### src/rtl/uart_receiver.sv
// uart_receiver: 8N1 UART receiver with a valid/ready byte output; define UART_RECEIVER_FIFO_EN for 4-deep storage.
// Latency: 2-cycle input synchronizer; the byte is on data_out the cycle after the stop-bit mid-sample.
// Backpressure: reception never stalls; a byte completed while storage is full is dropped and pulses overrun.
module uart_receiver #(
    parameter int CLOCK_FREQ = 50_000_000,
    parameter int BAUD_RATE  = 115_200
) (
    input  logic       clk,
    input  logic       rst_n,
    input  logic       serial_in,
    output logic [7:0] data_out,
    output logic       data_out_valid,
    input  logic       data_out_ready,
    output logic       framing_error,
    output logic       overrun,
    output logic       busy
);
    localparam int EDGE = CLOCK_FREQ / BAUD_RATE;
    localparam int MID  = EDGE / 2;
    localparam int CW   = (EDGE > 2) ? $clog2(EDGE) : 1;
    localparam logic [CW-1:0] EDGE_M1 = CW'(EDGE - 1);
    localparam logic [CW-1:0] MID_C   = CW'(MID);

    typedef enum logic [1:0] {IDLE, START, DATA, STOP} state_t;

    state_t        state_q, state_d;
    logic [CW-1:0] cnt_q, cnt_d;
    logic [2:0]    bit_q, bit_d;
    logic [7:0]    shift_q, shift_d;
    logic          sync1_q, sync2_q;
    logic          ferr_q, ferr_d;
    logic          ovr_q, ovr_d;
    logic          commit;
    logic          pop;
    logic          rx;

    assign rx            = sync2_q;
    assign busy          = (state_q != IDLE);
    assign framing_error = ferr_q;
    assign overrun       = ovr_q;

    // Two-flop synchronizer; resets to the idle (high) line level.
    always_ff @(posedge clk or negedge rst_n) begin
        if (!rst_n) begin
            sync1_q <= 1'b1;
            sync2_q <= 1'b1;
        end else begin
            sync1_q <= serial_in;
            sync2_q <= sync1_q;
        end
    end

    // FSM state register.
    always_ff @(posedge clk or negedge rst_n) begin
        if (!rst_n) state_q <= IDLE;
        else        state_q <= state_d;
    end

    // Bit timing counter, shift register and pulse flags.
    always_ff @(posedge clk or negedge rst_n) begin
        if (!rst_n) begin
            cnt_q   <= '0;
            bit_q   <= '0;
            shift_q <= '0;
            ferr_q  <= 1'b0;
            ovr_q   <= 1'b0;
        end else begin
            cnt_q   <= cnt_d;
            bit_q   <= bit_d;
            shift_q <= shift_d;
            ferr_q  <= ferr_d;
            ovr_q   <= ovr_d;
        end
    end

    // Next-state: start bit checked at mid-bit, then one sample per bit time from there.
    always_comb begin
        state_d = state_q;
        cnt_d   = cnt_q;
        bit_d   = bit_q;
        shift_d = shift_q;
        commit  = 1'b0;
        ferr_d  = 1'b0;
        case (state_q)
            IDLE: begin
                if (!rx) begin
                    state_d = START;
                    cnt_d   = '0;
                end
            end
            START: begin
                if (cnt_q == MID_C) begin
                    cnt_d   = '0;
                    bit_d   = '0;
                    // A high line at mid-start is a glitch: drop back silently.
                    state_d = rx ? IDLE : DATA;
                end else begin
                    cnt_d = cnt_q + CW'(1);
                end
            end
            DATA: begin
                if (cnt_q == EDGE_M1) begin
                    cnt_d   = '0;
                    shift_d = {rx, shift_q[7:1]};
                    bit_d   = bit_q + 3'd1;
                    if (bit_q == 3'd7) state_d = STOP;
                end else begin
                    cnt_d = cnt_q + CW'(1);
                end
            end
            STOP: begin
                if (cnt_q == EDGE_M1) begin
                    cnt_d   = '0;
                    state_d = IDLE;
                    if (rx) commit = 1'b1;
                    else    ferr_d = 1'b1;
                end else begin
                    cnt_d = cnt_q + CW'(1);
                end
            end
            default: state_d = IDLE;
        endcase
    end

`ifdef UART_RECEIVER_FIFO_EN
    logic [7:0] mem_q [4];
    logic [7:0] mem_d [4];
    logic [1:0] wr_q, wr_d, rd_q, rd_d;
    logic [2:0] fcnt_q, fcnt_d;
    logic       push;

    assign data_out       = mem_q[rd_q];
    assign data_out_valid = (fcnt_q != 3'd0);

    // FIFO storage and pointers.
    always_ff @(posedge clk or negedge rst_n) begin
        if (!rst_n) begin
            for (int i = 0; i < 4; i++) mem_q[i] <= '0;
            wr_q   <= '0;
            rd_q   <= '0;
            fcnt_q <= '0;
        end else begin
            mem_q  <= mem_d;
            wr_q   <= wr_d;
            rd_q   <= rd_d;
            fcnt_q <= fcnt_d;
        end
    end

    // A pop in the commit cycle frees the slot the new byte needs.
    always_comb begin
        pop    = data_out_valid & data_out_ready;
        push   = commit & ((fcnt_q != 3'd4) | pop);
        ovr_d  = commit & ~push;
        mem_d  = mem_q;
        if (push) mem_d[wr_q] = shift_q;
        wr_d   = wr_q + {1'b0, push};
        rd_d   = rd_q + {1'b0, pop};
        fcnt_d = fcnt_q + {2'b00, push} - {2'b00, pop};
    end
`else
    logic [7:0] hold_dat_q, hold_dat_d;
    logic       hold_vld_q, hold_vld_d;

    assign data_out       = hold_dat_q;
    assign data_out_valid = hold_vld_q;

    // Single holding register.
    always_ff @(posedge clk or negedge rst_n) begin
        if (!rst_n) begin
            hold_dat_q <= '0;
            hold_vld_q <= 1'b0;
        end else begin
            hold_dat_q <= hold_dat_d;
            hold_vld_q <= hold_vld_d;
        end
    end

    // Load on commit when empty or being drained this cycle; otherwise drop and flag.
    always_comb begin
        pop        = hold_vld_q & data_out_ready;
        hold_vld_d = hold_vld_q & ~pop;
        hold_dat_d = hold_dat_q;
        ovr_d      = 1'b0;
        if (commit) begin
            if (!hold_vld_q || pop) begin
                hold_vld_d = 1'b1;
                hold_dat_d = shift_q;
            end else begin
                ovr_d = 1'b1;
            end
        end
    end
`endif

endmodule

### config.mk
export PLATFORM = sky130hd
export DESIGN_NAME = uart_receiver
export DESIGN_NICKNAME = d
export VERILOG_FILES = /design/src/rtl/uart_receiver.sv
export SDC_FILE = /design/constraint.sdc
export NUM_CORES = 1
export LEC_CHECK = 0
export CAP_MARGIN = 30
export CORE_UTILIZATION = 50
export DETAILED_ROUTE_END_ITERATION = 10
export PLACE_DENSITY_LB_ADDON = 0.08
export SYNTH_ARGS = -nofsm -noshare
export SYNTH_HDL_FRONTEND = slang
export SYNTH_SLANG_ARGS = --single-unit
### constraint.sdc
create_clock -name clk -period 1.75 [get_ports clk]
set_input_delay 0.2625 -clock clk [delete_from_list [all_inputs] [get_ports clk]]
set_output_delay 0.2625 -clock clk [all_outputs]
set_load 0.02 [all_outputs]
==> impl_metrics.ini <==
[cts]
clock-sinks = 35
cts_made_buffers = 5
clockBufferDepth = 2
clock_latency_ns = 0.34
clk_pin_slew_ns = 0.11
cts.htree.levels = 2
root_buffer = clkbuf_4
cts_tree = done

[layout]
diodes = 0
regArea_um2 = 880
final_nets = 188
num-fill-cells = 234
postLayoutCellArea_mm2 = 0.00211
multi_input_area_um2 = 757
postLayoutCoreUtil_pct = 68.7
drive_gt1_share_pct = 34.3
area_delta_synth_final_pct = 29.4

[min_path]
worstHoldPathType = primary input to asynchronous set/reset pin

[status]
violations = negative setup slack
outcome = finished, violations left

[run]
maxCapViolations = 0

[global_route]
antenna_found_initial = 0
grt_pass1_wl_mm = 5.02
track_usage_pct = 19.9
grt_max_degree = 36
grt_pass1_vias = 1116
grt_overflow_total = 0

[drt]
routed_wl_mm = 3.09
dr.pass1.iters = 5
antenna_left = 0
vias = 1158
routed_via_density = 5.15
drt_iter0_drc = 31
remaining_drc_errors = 0
wl_per_cell_um = 13.7

[timing]
fin_crit_sh_pct = 104
setup_viol = 8
rsz0062_at_grt = yes
fmax_ghz = 0.550
fin_skew_ns = 0.0112
post-route-min-period_ns = 1.82
worst_pin_slew_ns = 0.247
relSlewSlack_pct = 83.4
final_hold_viol_count = 0
worst_slack_ns = -0.0683
drv_slew = 0

[setup_path]
r2r-end = data_out[5]
cp.arrival_ns = 2.04
required_ns = 1.97
cp_cell_sequence = inv_2 > ha_4 > and4b_4 > nand3_4 > or3b_4 > mux2_4
r2r_cells = 6
critPathSlowestCell = or3b_4
cp_max_fo = 8
cp_top_family = simple AND/OR/NAND/NOR gates
cp.buffers_inverters = 1
endpoint = data_out[5]
worstSetupPathType = flip-flop to flip-flop
r2r_start = cnt_q[1]
r2r_setup_slack_ns = -0.07
critical_path.startpoint = cnt_q[1]
crit_path_end_kind = flip-flop
slowest_delay_ns = 0.49
startpoint_type = flip-flop
worst-path-stages = 6

[yosys]
synth_top_area_cell = dfrtp_1
synth.top_cell.area_share_pct = 50.6
synth_edf_count = 0
synth_common_cells = dfrtp_1 (33), nand2_1 (19), o21ai_0 (9)
synth_seq_cells = 35
yosys.cell_count.top_type = dfrtp_1
synthTopCellsByArea = dfrtp_1 (51%), mux2_4 (7.4%), mux2_2 (5.5%)
syn_area_per_cell_um2 = 11.9
synth_warnings = 0
synth-main-ff-cell = dfrtp_1
netlist_instances = 137
netlist_area_mm2 = 0.00163
ys_types = 38
ys_seq_area_share_pct = 53.8
syn_nets = 145
synthArstFlopShare_pct = 100

[floorplan]
die_x_um = 59.1
start_util_pct = 53.0
rows = 20
ios = 16
dieHeight_um = 59.1
coreArea_mm2 = 0.00308
fp.dieArea_mm2 = 0.00350

[placement]
hpwlAfterDp_mm = 2.09
place_area_mm2 = 0.00199
place_congestion = 0.784
port_buffers = 15

[power]
power_density_mw_per_mm2 = 636
p_leak_nw = 1.01
ir_drop_v = 0.000467
==> layer usage <==
layer / vias up / share of wire (%) / global-route usage, %
li1: 571 / - / -
met1: 558 / 45 / 24.8
met2: 25 / 50 / 31.8
met3: 4 / 3.8 / 5.90
met4: 0 / 1.2 / 9.18
met5: - / 0 / 0
==> flip-flops by register name, summed over array words and instances (netlist names), named ones only <==
register	count
overrun	1
rx	1
state_q	1
bit_q	3
framing_error	1
cnt_q	9
data_out	8
shift_q	8
sync1_q	1
data_out_valid	1
==> timing repair <==
item                       CTS  global route
resized for setup            5            10
cloned                       0             1
pin swaps                    1             2
buffers inserted             0             3
setup endpoints to repair   21            26
hold buffers                 0             0
==> cell families (layout without fill, tap and decap cells) <==
group,count (synthesis),after routing,synth area share [%]
muxes,19,19,14.7
xor gates and xnor gates,3,3,1.61
and+or+nand+nor,46,47,15.4
adders and majority gates,4,4,3.07
AOI/OAI and AO/OA,23,23,9.04
buffers and inverters,7,50,2.38
DFF,35,35,53.8
==> placed cells by master, fill, tap and decap left out, drive strengths merged <==
cell | netlist | layout
o21a | 2 | 2
o41a | 1 | 1
nand4 | 1 | 1
nor3b | 1 | 1
inv | 3 | 3
dfrtp | 33 | 33
nand3 | 3 | 3
and4bb | 1 | 1
o211ai | 2 | 2
and2 | 1 | 1
mux2i | 3 | 3
a41oi | 1 | 1
a21oi | 2 | 2
dlygate4sd2 | 0 | 1
or2 | 2 | 3
xor2 | 1 | 1
mux2 | 16 | 16
and4b | 1 | 1
o221ai | 1 | 1
nand2 | 19 | 19
nor3 | 5 | 5
o21ai | 9 | 9
or3b | 1 | 1
nand2b | 2 | 2
clkbuf | 1 | 8
o22ai | 4 | 4
buf | 3 | 24
nor2 | 4 | 4
o32ai | 1 | 1
xnor2 | 2 | 2
nor2b | 3 | 3
ha | 4 | 4
dfstp | 2 | 2
or4 | 1 | 1
clkdlybuf4s50 | 0 | 14
and3 | 1 | 1
==> per-stage QoR <==
step / cells / total power [mW] / setup TNS [ns] / setup slack [ns] / hold WS (ns)
after floorplan: 137 / 0.833 / -1.04 / -0.129 / -0.0331
after global placement: 214 / 0.863 / -1.06 / -0.0857 / 0.346
after detailed placement: 214 / 0.864 / -1.66 / -0.130 / 0.350
after CTS: 222 / 1.36 / -0.867 / -0.112 / 0.285
after global routing: 225 / 1.41 / -1.07 / -0.132 / 0.269
final: 225 / 1.34 / -0.501 / -0.0683 / 0.279
==> how the worst min path moves through the flow <==
stage / start / endpoint / slack [ns] / cells after the start
6_report: rst_n / data_out_valid / 0.28 / 2
3_5_place_dp: sync1_q / rx / 0.35 / 0
3_3_place_gp: sync1_q / rx / 0.35 / 0
2_1_floorplan: rst_n / asynchronous set/reset pin / -0.03 / 0
4_1_cts: rst_n / data_out_valid / 0.28 / 2
5_1_grt: rst_n / data_out_valid / 0.27 / 2
==> where the power goes <==
group / leakage, nW / switching [mW] / total, mW / internal, mW
registers: 0.466 / 0.000937 / 0.813 / 0.812
clock network: 0.0386 / 0.261 / 0.497 / 0.236
logic: 0.504 / 0.0198 / 0.0332 / 0.0134
total: 1.01 / 0.282 / 1.34 / 1.06
==> cell type report <==
cell class              instances  area share, %
clock buffers                   8           3.26
multi-input cells              96           35.8
inverters                       3          0.533
repair buffers                 39           16.2
well taps                      44           2.61
flip-flops and latches         35           41.6
Note: power is estimated with default switching activity, not from simulation.
